## src/rtl/bank_fifo_pkg.sv

```systemverilog
// rtl/bank_fifo_pkg.sv - shared widths, types and block-compare helper for bank_fifo_ctrl
`timescale 1ns/1ps
package bank_fifo_pkg;
    localparam int ADDR_W  = 11;
    localparam int PTR_W   = ADDR_W + 1;
    localparam int DEPTH   = 1 << ADDR_W;
    localparam int BLK_LSB = 7;

    typedef logic [ADDR_W-1:0] addr_t;
    typedef logic [PTR_W-1:0]  ptr_t;
    typedef logic [7:0]        data_t;

    typedef struct packed {
        logic  valid;
        addr_t addr;
        data_t data;
    } pend_t;

    function automatic logic same_block(input addr_t a, input addr_t b);
        return a[ADDR_W-1:BLK_LSB] == b[ADDR_W-1:BLK_LSB];
    endfunction
endpackage

```

## src/rtl/bank_fifo_if.sv

```systemverilog
// rtl/bank_fifo_if.sv - push/pop stream plus memory port bundle for bank_fifo_ctrl
`timescale 1ns/1ps
interface bank_fifo_if;
    import bank_fifo_pkg::*;

    logic  push;
    data_t din;
    logic  pop;
    data_t dout;
    logic  dout_valid;
    logic  full;
    logic  empty;
    ptr_t  count;
    logic  mem_wen;
    addr_t mem_waddr;
    data_t mem_din;
    logic  mem_ren;
    addr_t mem_raddr;
    data_t mem_dout;

    modport slave (
        input  push, din, pop, mem_dout,
        output dout, dout_valid, full, empty, count,
        output mem_wen, mem_waddr, mem_din, mem_ren, mem_raddr
    );

    modport master (
        output push, din, pop, mem_dout,
        input  dout, dout_valid, full, empty, count,
        input  mem_wen, mem_waddr, mem_din, mem_ren, mem_raddr
    );
endinterface

```

## src/rtl/fifo_ptr.sv

```systemverilog
// rtl/fifo_ptr.sv - wrap-bit pointer counter with increment enable
`timescale 1ns/1ps
module fifo_ptr #(
    parameter int W = 12
) (
    input  logic         clk,
    input  logic         rst_n,
    input  logic         inc,
    output logic [W-1:0] ptr,
    output logic [W-1:0] ptr_nxt
);
    assign ptr_nxt = ptr + {{(W-1){1'b0}}, inc};

    always_ff @(posedge clk or negedge rst_n) begin
        if (!rst_n) ptr <= '0;
        else        ptr <= ptr_nxt;
    end
endmodule

```

## src/rtl/bank_fifo_ctrl.sv

```systemverilog
// rtl/bank_fifo_ctrl.sv - 2048x8 FIFO controller over a banked memory with one-entry write deferral
`timescale 1ns/1ps
module bank_fifo_ctrl
    import bank_fifo_pkg::*;
(
    input  logic      clk,
    input  logic      rst_n,
    bank_fifo_if.slave bus
);
    logic  push_acc, pop_acc;
    logic  w_valid, conflict;
    addr_t w_addr, rd_addr;
    data_t w_data;
    ptr_t  wr_ptr, wr_nxt, rd_ptr, rd_nxt;
    ptr_t  cnt_nxt, commit_nxt;
    pend_t pend, pend_nxt;
    logic  full_q, empty_q;
    ptr_t  count_q;
    logic  rd_inflight, rd_capture;
    data_t dout_q;

    // Gating by rst_n keeps the memory port idle while reset is held.
    assign push_acc = rst_n && bus.push && !full_q;
    assign pop_acc  = rst_n && bus.pop  && !empty_q;

    fifo_ptr #(.W(PTR_W)) u_wr_ptr (
        .clk     (clk),
        .rst_n   (rst_n),
        .inc     (push_acc),
        .ptr     (wr_ptr),
        .ptr_nxt (wr_nxt)
    );

    fifo_ptr #(.W(PTR_W)) u_rd_ptr (
        .clk     (clk),
        .rst_n   (rst_n),
        .inc     (pop_acc),
        .ptr     (rd_ptr),
        .ptr_nxt (rd_nxt)
    );

    always_comb begin
        w_valid  = pend.valid || push_acc;
        w_addr   = pend.valid ? pend.addr : wr_ptr[ADDR_W-1:0];
        w_data   = pend.valid ? pend.data : bus.din;
        rd_addr  = rd_ptr[ADDR_W-1:0];
        conflict = w_valid && pop_acc && same_block(w_addr, rd_addr);

        // The read always wins a block clash; the write waits in the pending slot.
        pend_nxt = '0;
        if (conflict) begin
            pend_nxt.valid = 1'b1;
            pend_nxt.addr  = w_addr;
            pend_nxt.data  = w_data;
        end

        cnt_nxt    = wr_nxt - rd_nxt;
        commit_nxt = wr_nxt - ptr_t'(pend_nxt.valid);
    end

    assign bus.mem_wen   = w_valid && !conflict;
    assign bus.mem_waddr = bus.mem_wen ? w_addr : '0;
    assign bus.mem_din   = bus.mem_wen ? w_data : '0;
    assign bus.mem_ren   = pop_acc;
    assign bus.mem_raddr = pop_acc ? rd_addr : '0;

    always_ff @(posedge clk or negedge rst_n) begin
        if (!rst_n) begin
            pend        <= '0;
            full_q      <= 1'b0;
            empty_q     <= 1'b1;
            count_q     <= '0;
            rd_inflight <= 1'b0;
            rd_capture  <= 1'b0;
            dout_q      <= '0;
        end else begin
            pend        <= pend_nxt;
            full_q      <= (cnt_nxt == ptr_t'(DEPTH)) || pend_nxt.valid;
            empty_q     <= (rd_nxt == commit_nxt);
            count_q     <= cnt_nxt;
            rd_inflight <= pop_acc;
            rd_capture  <= rd_inflight;
            if (rd_inflight) dout_q <= bus.mem_dout;
        end
    end

    assign bus.full       = full_q;
    assign bus.empty      = empty_q;
    assign bus.count      = count_q;
    assign bus.dout       = dout_q;
    assign bus.dout_valid = rd_capture;
endmodule

```

## src/flat_wrapper.sv

```systemverilog
// flat-port wrapper written by rule: the top's interface ports become plain ports
module bank_fifo_ctrl_flat import bank_fifo_pkg::*;
  (clk, rst_n, bus_push, bus_din, bus_pop, bus_mem_dout, bus_dout, bus_dout_valid, bus_full, bus_empty, bus_count, bus_mem_wen, bus_mem_waddr, bus_mem_din, bus_mem_ren, bus_mem_raddr);
  bank_fifo_if bus_i ();
  input  logic clk;
  input  logic rst_n;
  input wire logic [$bits(bus_i.push)-1:0] bus_push;
  input wire logic [$bits(bus_i.din)-1:0] bus_din;
  input wire logic [$bits(bus_i.pop)-1:0] bus_pop;
  input wire logic [$bits(bus_i.mem_dout)-1:0] bus_mem_dout;
  output wire logic [$bits(bus_i.dout)-1:0] bus_dout;
  output wire logic [$bits(bus_i.dout_valid)-1:0] bus_dout_valid;
  output wire logic [$bits(bus_i.full)-1:0] bus_full;
  output wire logic [$bits(bus_i.empty)-1:0] bus_empty;
  output wire logic [$bits(bus_i.count)-1:0] bus_count;
  output wire logic [$bits(bus_i.mem_wen)-1:0] bus_mem_wen;
  output wire logic [$bits(bus_i.mem_waddr)-1:0] bus_mem_waddr;
  output wire logic [$bits(bus_i.mem_din)-1:0] bus_mem_din;
  output wire logic [$bits(bus_i.mem_ren)-1:0] bus_mem_ren;
  output wire logic [$bits(bus_i.mem_raddr)-1:0] bus_mem_raddr;
  assign bus_i.push = bus_push;
  assign bus_i.din = bus_din;
  assign bus_i.pop = bus_pop;
  assign bus_i.mem_dout = bus_mem_dout;
  assign bus_dout = bus_i.dout;
  assign bus_dout_valid = bus_i.dout_valid;
  assign bus_full = bus_i.full;
  assign bus_empty = bus_i.empty;
  assign bus_count = bus_i.count;
  assign bus_mem_wen = bus_i.mem_wen;
  assign bus_mem_waddr = bus_i.mem_waddr;
  assign bus_mem_din = bus_i.mem_din;
  assign bus_mem_ren = bus_i.mem_ren;
  assign bus_mem_raddr = bus_i.mem_raddr;
  bank_fifo_ctrl u_core (.clk(clk), .rst_n(rst_n), .bus(bus_i));
endmodule
```

## config.mk

```make
export PLATFORM = sky130hd
export DESIGN_NAME = bank_fifo_ctrl_flat
export DESIGN_NICKNAME = d
export VERILOG_FILES = /design/src/rtl/bank_fifo_pkg.sv /design/src/rtl/bank_fifo_if.sv /design/src/rtl/fifo_ptr.sv /design/src/rtl/bank_fifo_ctrl.sv /design/src/flat_wrapper.sv
export SDC_FILE = /design/constraint.sdc
export NUM_CORES = 1
export LEC_CHECK = 0
export CAP_MARGIN = 15
export CORE_MARGIN = 2
export CORE_UTILIZATION = 25
export CTS_CLUSTER_SIZE = 10
export DETAILED_ROUTE_END_ITERATION = 10
export HOLD_SLACK_MARGIN = 0.1
export PLACE_DENSITY = 0.51
export RECOVER_POWER = 100
export REMOVE_ABC_BUFFERS = 1
export SLEW_MARGIN = 20
export SYNTH_ARGS = -nofsm -noshare
export SYNTH_HDL_FRONTEND = slang
export SYNTH_SLANG_ARGS = --single-unit
```

## constraint.sdc

```tcl
create_clock -name clk -period 4 [get_ports clk]
set_input_delay 0.8 -clock clk [delete_from_list [all_inputs] [get_ports clk]]
set_output_delay 0.8 -clock clk [all_outputs]
set_load 0.03 [all_outputs]
```

== Word-level counts from Yosys, hierarchy flattened ==
Index checks and enable logic that the tools add are counted.
Storage, ports and cells
  flip-flop bits (word level): 68
  bits in latches: 0
  RAM bits: 0
  bits in read-only memories: 0
  bits of input ports: 20
  logic and storage cells: 36
  memories: 0
Operators by class
  add/sub/neg operators: 4
  $mul: 0
  divide/modulo/power cells: 0
  order comparisons: 0
  eq/ne operators: 3
  shift-type cells: 0
  muxes and demuxes: 6
  bitwise operators: 0
  reductions and logical operators: 12
Operators with widths (number)
  $mux W11: 3
  $add A12 B1 Y12: 2
  $mux W20: 1
  $mux W8: 2
  $eq A12 B12 Y1: 1
  $eq A12 B12 Y1 const B: 1
  $sub A12 B1 Y12: 1
  $sub A12 B12 Y12: 1
  $logic_and A1 B1 Y1: 7
  $eq A4 B4 Y1: 1
  $logic_not A1 Y1: 3
  $logic_or A1 B1 Y1: 2

== Longest topological paths before layout ==
Gate-level depths: netlist (run 1).
  depth in word-level cells: 8
  depth in mapped cells: 18
  mapped depth without buffers: 16

== Hierarchy ==
A second synthesis (run 1) with hierarchy kept.
Second synthesis, totals
  cells, all modules: 369
  area total of the unflattened synthesis: 3726.1 sq um
By module, submodules not included
  bank_fifo_ctrl: times used 1, cells an instance 285, area an instance 2685.1 sq um, seq. area each 1102.3 sq um
  fifo_ptr: times used 2, cells an instance 42, area an instance 520.5 sq um, seq. area each 300.3 sq um

== Worst setup path before layout (run 1) ==
OpenSTA, ideal clock, no wires.
  path kind: input -> register
  start: input bus_pop
  end: register u_core.full_q, in the netlist u_core.bus.full
  setup time: 0.104 ns
  arrival time: 4.458 ns
  slack: -0.561 ns
  stages: 16
  path through: nand2_1 -> nor2_1 -> clkbuf_1 -> ha_1 -> ha_1 -> and3_2 -> nand3_1 -> xor2_1 -> ha_1 -> nor2_1 -> inv_1 -> a2111oi_2 -> a211oi_1 -> xor2_1 -> or4b_1 -> o41ai_2
On the way
  word-level cells in the longest chain between the ends: 6
  elaborated cells between the ends (all ways): 9
  those cells by class: add/sub (2); eq/ne (1); mux (1); reduce/logical (5)
Ends and longest elaborated chain
  from (decl): RTL line flat_wrapper.sv:9  | input wire logic [$bits(bus_i.pop)-1:0] bus_pop;
  $logic_and A1 B1 Y1 (2 in series): RTL line bank_fifo_ctrl.sv:24  | assign pop_acc = rst_n && bus.pop && !empty_q;
  via bus_mem_ren: RTL line flat_wrapper.sv:19  | output wire logic [$bits(bus_i.mem_ren)-1:0] bus_mem_ren;
  $add A12 B1 Y12: RTL line fifo_ptr.sv:12  | assign ptr_nxt = ptr + {{(W-1){1'b0}}, inc};
  $sub A12 B12 Y12: RTL line bank_fifo_ctrl.sv:57  | cnt_nxt = wr_nxt - rd_nxt;
  via u_core.cnt_nxt[7]: RTL line bank_fifo_ctrl.sv:15  | ptr_t cnt_nxt, commit_nxt;
  $eq A12 B12 Y1: RTL line bank_fifo_ctrl.sv:78  | full_q <= (cnt_nxt == ptr_t'(DEPTH)) || pend_nxt.valid;
  $logic_or A1 B1 Y1: RTL line bank_fifo_ctrl.sv:78
  to (signal assigned): RTL line bank_fifo_ctrl.sv:78
  to (decl): RTL line bank_fifo_ctrl.sv:17  | logic full_q, empty_q;
The timed path passes the listed nets, and every way through them passes these cells.
A chain may end at the register's enable or synchronous reset.

== Worst setup path in the final report (run 1) ==
  start: input rst_n
  end: output bus_mem_din[6]
On the way
  word-level cells in the longest chain between the ends: 8
  elaborated cells between the ends (all ways): 10
  those cells by class: mux (1); reduce/logical (9)
Ends and longest elaborated chain
  from (decl): RTL line flat_wrapper.sv:6  | input logic rst_n;
  $logic_and A1 B1 Y1 (2 in series): RTL line bank_fifo_ctrl.sv:23  | assign push_acc = rst_n && bus.push && !full_q;
  $logic_or A1 B1 Y1: RTL line bank_fifo_ctrl.sv:43  | w_valid = pend.valid || push_acc;
  $logic_and A1 B1 Y1 (2 in series): RTL line bank_fifo_ctrl.sv:47  | conflict = w_valid && pop_acc && same_block(w_addr, rd_addr);
  $logic_not A1 Y1: RTL line bank_fifo_ctrl.sv:61  | assign bus.mem_wen = w_valid && !conflict;
  $logic_and A1 B1 Y1 (*): RTL line bank_fifo_ctrl.sv:61
  $mux W8 (*): RTL line bank_fifo_ctrl.sv:63  | assign bus.mem_din = bus.mem_wen ? w_data : '0;
  to (decl): RTL line flat_wrapper.sv:18  | output wire logic [$bits(bus_i.mem_din)-1:0] bus_mem_din;
Every way passes the cells marked *; elsewhere a longest branch is shown, timed or not.

==> flow_metrics.env, run 1 <==
export IMPL_critical_path_class="primary input to primary output"
export IMPL_cp_end_kind="primary output"
export IMPL_hold_viol=0
export IMPL_cts_tree="done"
export IMPL_p_sw_share_pct=37.2
export IMPL_cts_buffers=9
export IMPL_grt_pass1_vias=3574
export IMPL_hp_class="flop to flop"
export IMPL_p_leak_nw=2.81
export IMPL_postSynthAreaPerCell_um2=10.0
export IMPL_p_clk_share_pct=18.3
export IMPL_track_usage_pct=14.0
export IMPL_clockBufferDepth=2
export IMPL_gp_congestion=0.823
export IMPL_layout_nets=586
export IMPL_grt_pass1_wl_um=17600
export IMPL_io_buffers=74
export IMPL_diodes=0
export IMPL_wl_um=11000
export IMPL_finalWorstSetupSlack_ps=234
export IMPL_worstMarginPinSlew_ps=1770
export IMPL_final_cell_mix="buf_4, dfrtp_1, nor2_1"
export IMPL_worst_path_max_fanout=12
export IMPL_fmax_mhz=266
export IMPL_grt_max_degree=69
export IMPL_skew_ps=7.11
export IMPL_slew_headroom_pct=-17.8
export IMPL_root_buffer="clkbuf_16"
export IMPL_arrival_ps=2970
export IMPL_fin_util_pct=40.4
export IMPL_hpwl_um=8030
export IMPL_synth_edff_count=0
export IMPL_synth_flop_cell="dfrtp_1"
export IMPL_rsz0062_at_grt="no"
export IMPL_drt_iter0_drc=158
export IMPL_insertion_delay_ps=340
export IMPL_ys_top_cells_by_area="dfrtp_1, nor2_1, xor2_1, mux2i_1, ha_1"
export IMPL_status="complete, but fails checks"
export IMPL_dr_pass1_iters=4
export IMPL_ir_drop_v=0.000544
export IMPL_worst_endpoint_required_ps=3200
export IMPL_antenna_found_initial=0
export IMPL_clkTransAtPathRegs_ps=60
export IMPL_syn_area_um2=3790
export IMPL_viasPerCell=4.54
export IMPL_drc=0
export IMPL_gr_total_overflow=0
export IMPL_p_int_mw=2.95
export IMPL_setup_violations=0
export IMPL_start_util_pct=25.2
export IMPL_die_h_um=127
export IMPL_routedWlPerCell_um=14.8
export IMPL_die_area_um2=16200
export IMPL_cts_sinks=68
export IMPL_fin_crit_sh_pct=94.2
export IMPL_yosysSeqAreaShare_pct=44.9
export IMPL_final_layout_size_suffix_gt1_share_pct=32.7
export IMPL_ys_types=62
export IMPL_ys_seq_elements=68
export IMPL_final_min_clock_period_ps=3770
export IMPL_startpoint_type="primary input"
export IMPL_p_sw_mw=1.74
export IMPL_async_flop_share_pct=100
export IMPL_pin_count=75
export IMPL_mostFrequentLayoutCell="buf_4"
export IMPL_violations="capacitance limit, slew limit"
export IMPL_syn_to_final_growth_pct=60.0
export IMPL_drtAntennaViolNets=0
export IMPL_rows=45
export IMPL_dp_slack_ps=-642
export IMPL_num_vias=3377
export IMPL_synth_top_area_share_pct=44.2
export IMPL_ys_warn_count=0
export IMPL_die_w_um=127
export IMPL_cellPowerDensity_nw_per_um2=773
export IMPL_yosysTopAreaCell="dfrtp_1"
export IMPL_combPwrFrac_pct=60.0
export IMPL_p_seq_share_pct=21.7
export IMPL_syn_inst=378
export IMPL_htreeDepth=3
export IMPL_core_area_um2=15000
export IMPL_cap_violations=1
export IMPL_drv_slew=69
[Yosys cell counts (2+ instances only)]
master,number
dfrtp_1,67
nor2_1,59
inv_1,28
xor2_1,22
xnor2_1,20
mux2i_1,19
nand2_1,19
ha_1,14
nand3_1,13
and2_1,11
mux2_2,9
nand4_1,9
clkbuf_1,8
nor3_1,7
o21ai_0,6
a21oi_1,5
nor4_1,5
nand2b_1,4
o211ai_1,3
a211oi_1,2
and4_1,2
buf_2,2
nor3b_1,2
o2111ai_1,2
or2_2,2
xnor2_2,2
[final cells by class]
class / instances / area, um^2
clock buffer: 12 / 246
inverter: 28 / 105
multi-input combinational: 269 / 2200
fill: 1461 / 8960
clock inverter: 4 / 72.6
sequential: 68 / 1700
timing repair buffer: 175 / 1510
tap: 188 / 235
[path summary, 6_finish.rpt]
kind / startpoint / endpoint / slack, ps / cells after the start
setup / recovery: rst_n / bus_mem_din[6] / 230 / 11
hold / removal: u_core.bus.dout[0]$_DFFE_PN0P_ / u_core.bus.dout[0]$_DFFE_PN0P_ / 500 / 1
setup reg to reg: u_core.pend[19]$_DFF_PN0_ / u_core.bus.empty$_DFF_PN1_ / 410 / 13
hold reg to reg: u_core.bus.dout[0]$_DFFE_PN0P_ / u_core.bus.dout[0]$_DFFE_PN0P_ / 500 / 1
max in group asynchronous: rst_n / u_core.u_wr_ptr.ptr[1]$_DFF_PN0_ / 1900 / 2
min in group asynchronous: rst_n / u_core.pend[3]$_DFF_PN0_ / 1060 / 2
[stage by stage]
stage | TNS, ps | cells | hold WS, ps | total power, mW | cell area (um^2)
final | 0 | 744 | 503 | 4.69 | 6070
after global routing | 0 | 744 | 531 | 5.03 | 6070
after CTS | 0 | 731 | 514 | 4.34 | 5820
after detailed placement | -3300 | 713 | 502 | 3.36 | 5430
after global placement | -3020 | 713 | 492 | 3.36 | 5430
after floorplan | -3150 | 365 | 477 | 2.15 | 3740
[timing repair]
action,in CTS,in global routing
hold buffers,0,0
gates resized for setup,22,44
pin swaps,4,26
setup buffers,2,13
endpoints found under the setup margin,13,5
[worst max-delay path, stage by stage]
cell and delay, ps:
buf_4 100, nand2_1 70, nor2_1 320, clkbuf_4 220, buf_6 150, nand4_1 130
a311o_1 400, o21ai_2 140, clkbuf_1 200, nor2_1 70, dlygate4sd2_1 350
[per-layer routing]
metal,part of all wire (%),global-route usage (%)
met4,1.2,6.14
met2,48,23.0
met3,3.9,2.85
met1,47,18.0
met5,0,0
[power groups by stage]
stage                     clock, mW  combinational, mW  sequential (mW)
after floorplan                   0               1.01             1.13
after global placement            0               2.36            0.997
after detailed placement          0               2.36             1.00
after CTS                     0.882               2.47            0.995
after global routing          0.915               3.08             1.04
final                         0.858               2.82             1.02
[sequential cells by signal, indices dropped and copies added, names as in the netlist]
signal                 count
u_core.bus.empty           1
u_core.pend               20
u_core.bus.count          12
u_core.rd_inflight         1
u_core.bus.full            1
u_core.u_rd_ptr.ptr       12
u_core.bus.dout_valid      1
u_core.u_wr_ptr.ptr       12
u_core.bus.dout            8
[logic make-up after synthesis]
family,count (synthesis),share of synthesized area [%]
AOI/OAI and AO/OA,36,7.35
DFF,68,44.9
xor gates and xnor gates,45,11.3
buffers and inverters,41,4.25
muxes,28,7.68
adders and majority gates,17,5.70
and+or+nand+nor,143,18.9
Note: power is estimated with default switching activity, not from simulation.
==> run 2, diff against run 1 <==
--- a/config.mk
+++ b/config.mk
@@ -12,7 +12,7 @@
 export DETAILED_ROUTE_END_ITERATION = 10
 export HOLD_SLACK_MARGIN = 0.1
 export PLACE_DENSITY = 0.51
-export RECOVER_POWER = 100
+export RECOVER_POWER = 50
 export REMOVE_ABC_BUFFERS = 1
 export SLEW_MARGIN = 20
 export SYNTH_ARGS = -nofsm -noshare
==> constraint.sdc (replaced) <==
create_clock -name clk -period 4.59 [get_ports clk]
set_input_delay 0.918 -clock clk [delete_from_list [all_inputs] [get_ports clk]]
set_output_delay 0.918 -clock clk [all_outputs]
set_load 0.03 [all_outputs]
==> flow_metrics.env, run 2 (synthesis gave the netlist of run 1 again) <==
export IMPL_gr_total_overflow=0
export IMPL_grt_pass1_vias=3233
export IMPL_grt_max_degree=61
export IMPL_routedWlPerCell_um=14.5
export IMPL_mostFrequentLayoutCell="dfrtp_1"
export IMPL_htreeDepth=3
export IMPL_diodes=0
export IMPL_num_vias=3099
export IMPL_fmax_mhz=233
export IMPL_pin_count=75
export IMPL_fin_crit_sh_pct=93.5
export IMPL_drc=0
export IMPL_cp_end_kind="primary output"
export IMPL_drtAntennaViolNets=0
export IMPL_dp_cells=674
export IMPL_hp_class="primary input to async pin"
export IMPL_violations="capacitance limit, slew limit"
export IMPL_clockBufferDepth=2
export IMPL_critical_path_class="primary input to primary output"
export IMPL_final_layout_size_suffix_gt1_share_pct=19.7
export IMPL_skew_ps=4.10
export IMPL_worst_endpoint_required_ps=3670
export IMPL_startpoint_type="primary input"
export IMPL_slowest_delay_ps=610
export IMPL_gp_congestion=0.866
export IMPL_cts_sinks=68
export IMPL_hpwl_um=7540
export IMPL_start_util_pct=25.2
export IMPL_wl_um=9970
export IMPL_post_cts_buffers=0
export IMPL_setup_violations=0
export IMPL_root_buffer="clkbuf_16"
export IMPL_reg2regPathDepth=14
export IMPL_arrival_ps=3370
export IMPL_slowest_stage="clkdlybuf4s50_1"
export IMPL_worst_path_max_fanout=15
export IMPL_insertion_delay_ps=340
export IMPL_p_leak_nw=2.44
export IMPL_fin_cells=690
export IMPL_path_buf_inv=3
export IMPL_rows=45
export IMPL_syn_to_final_growth_pct=40.9
export IMPL_worstMarginPinSlew_ps=1560
export IMPL_fin_util_pct=35.6
export IMPL_rsz0062_at_grt="no"
export IMPL_antenna_found_initial=0
export IMPL_largest_reg_flops=20
export IMPL_cellPowerDensity_nw_per_um2=614
export IMPL_grt_pass1_wl_um=16300
export IMPL_layout_nets=532
export IMPL_die_w_um=127
export IMPL_dr_pass1_iters=6
export IMPL_critical_path_top_delay_family="buffers and inverters"
export IMPL_cts_tree="done"
export IMPL_clkTransAtPathRegs_ps=50
export IMPL_crit_chain="clkdlybuf4s50_1 > nand2_1 > nor2_1 > buf_4 > nand4_1 > a311o_1 > o21ai_4 > nor2_1 > clkdlybuf4s50_1"
export IMPL_drv_slew=61
export IMPL_slew_headroom_pct=-4.09
export IMPL_final_min_clock_period_ps=4290
export IMPL_status="complete, but fails checks"
export IMPL_core_area_um2=15000
export IMPL_ir_drop_v=0.000401
export IMPL_regMostFlops="u_core.pend"
export IMPL_viasPerCell=4.49
export IMPL_cts_buffers=9
export IMPL_hold_viol=0
export IMPL_cap_violations=1
export IMPL_drt_iter0_drc=135
export IMPL_die_h_um=127
export IMPL_track_usage_pct=13.0
export IMPL_io_buffers=74
export IMPL_die_area_um2=16200
export IMPL_final_cell_mix="dfrtp_1, nor2_1, buf_4"
export IMPL_worstSetupPathDepth=9
-- run 2: cell count changes in the layout (fill, tap and decap cells not counted), sizes merged --
cell           change
buf               -37
clkdlybuf4s50     +35
clkbuf            -25
dlygate4sd3       -14
dlygate4sd2        -9
dlymetal6s2s       -2
bufinv             -1
clkinvlp           -1
-- run 2: repair_timing --
item	in CTS	in global routing
gates resized for setup	0	4
hold buffers	0	0
endpoints found under the setup margin	0	8
-- run 2: metrics by stage --
stage	power [mW]	instance area (um^2)	setup WS [ps]	hold slack, ps	TNS (ps)
6_report	3.28	5350	298	405	0
5_1_grt	3.53	5350	23.2	406	0
4_1_cts	3.35	5330	19.8	395	0
3_5_place_dp	2.63	5040	-309	500	-359
3_3_place_gp	2.63	5040	-163	493	-250
2_1_floorplan	1.87	3740	-228	477	-228
-- run 2: layout make-up --
class | count | area (um^2)
multi-input combinational | 269 | 1960
clock buffer | 14 | 254
fill | 1541 | 9690
clock inverter | 2 | 35.0
timing repair buffer | 121 | 1060
sequential | 68 | 1700
inverter | 28 | 105
tap | 188 | 235
-- run 2: power by group --
group | switching (mW) | internal [mW] | leakage (nW)
registers | 0.106 | 0.745 | 0.876
logic | 0.912 | 0.841 | 1.43
clock network | 0.243 | 0.435 | 0.141
-- run 2: worst paths after layout --
kind / endpoint / slack, ps / startpoint
min in group clk: u_core.bus.dout[5]$_DFFE_PN0P_ / 510 / u_core.bus.dout[5]$_DFFE_PN0P_
worst max-delay path: bus_mem_din[4] / 300 / bus_pop
max in group asynchronous: u_core.bus.count[1]$_DFF_PN0_ / 2470 / rst_n
worst min register to register: u_core.bus.dout[5]$_DFFE_PN0P_ / 510 / u_core.bus.dout[5]$_DFFE_PN0P_
worst max register to register: u_core.bus.empty$_DFF_PN1_ / 720 / u_core.pend[19]$_DFF_PN0_
worst min-delay path: u_core.bus.count[10]$_DFF_PN0_ / 400 / rst_n
-- run 2: worst reg2reg max path, delay by kind of cell, from the launching register on --
kind            cells  cell delay, ps
compound gates      3            1110
simple gates        4             610
flops               1             600
mux                 1             450
fa+ha+maj           2             400
buf+inv             2             360
xor+xnor            2             270
-- run 2: routing by layer --
layer  wire length (um)  part of all wire (%)  GRT usage, %
met1               4840                    49          17.4
met2               4570                    46          20.5
met3                367                   3.7          2.55
met4                193                   1.9          5.62
met5                  0                     0             0
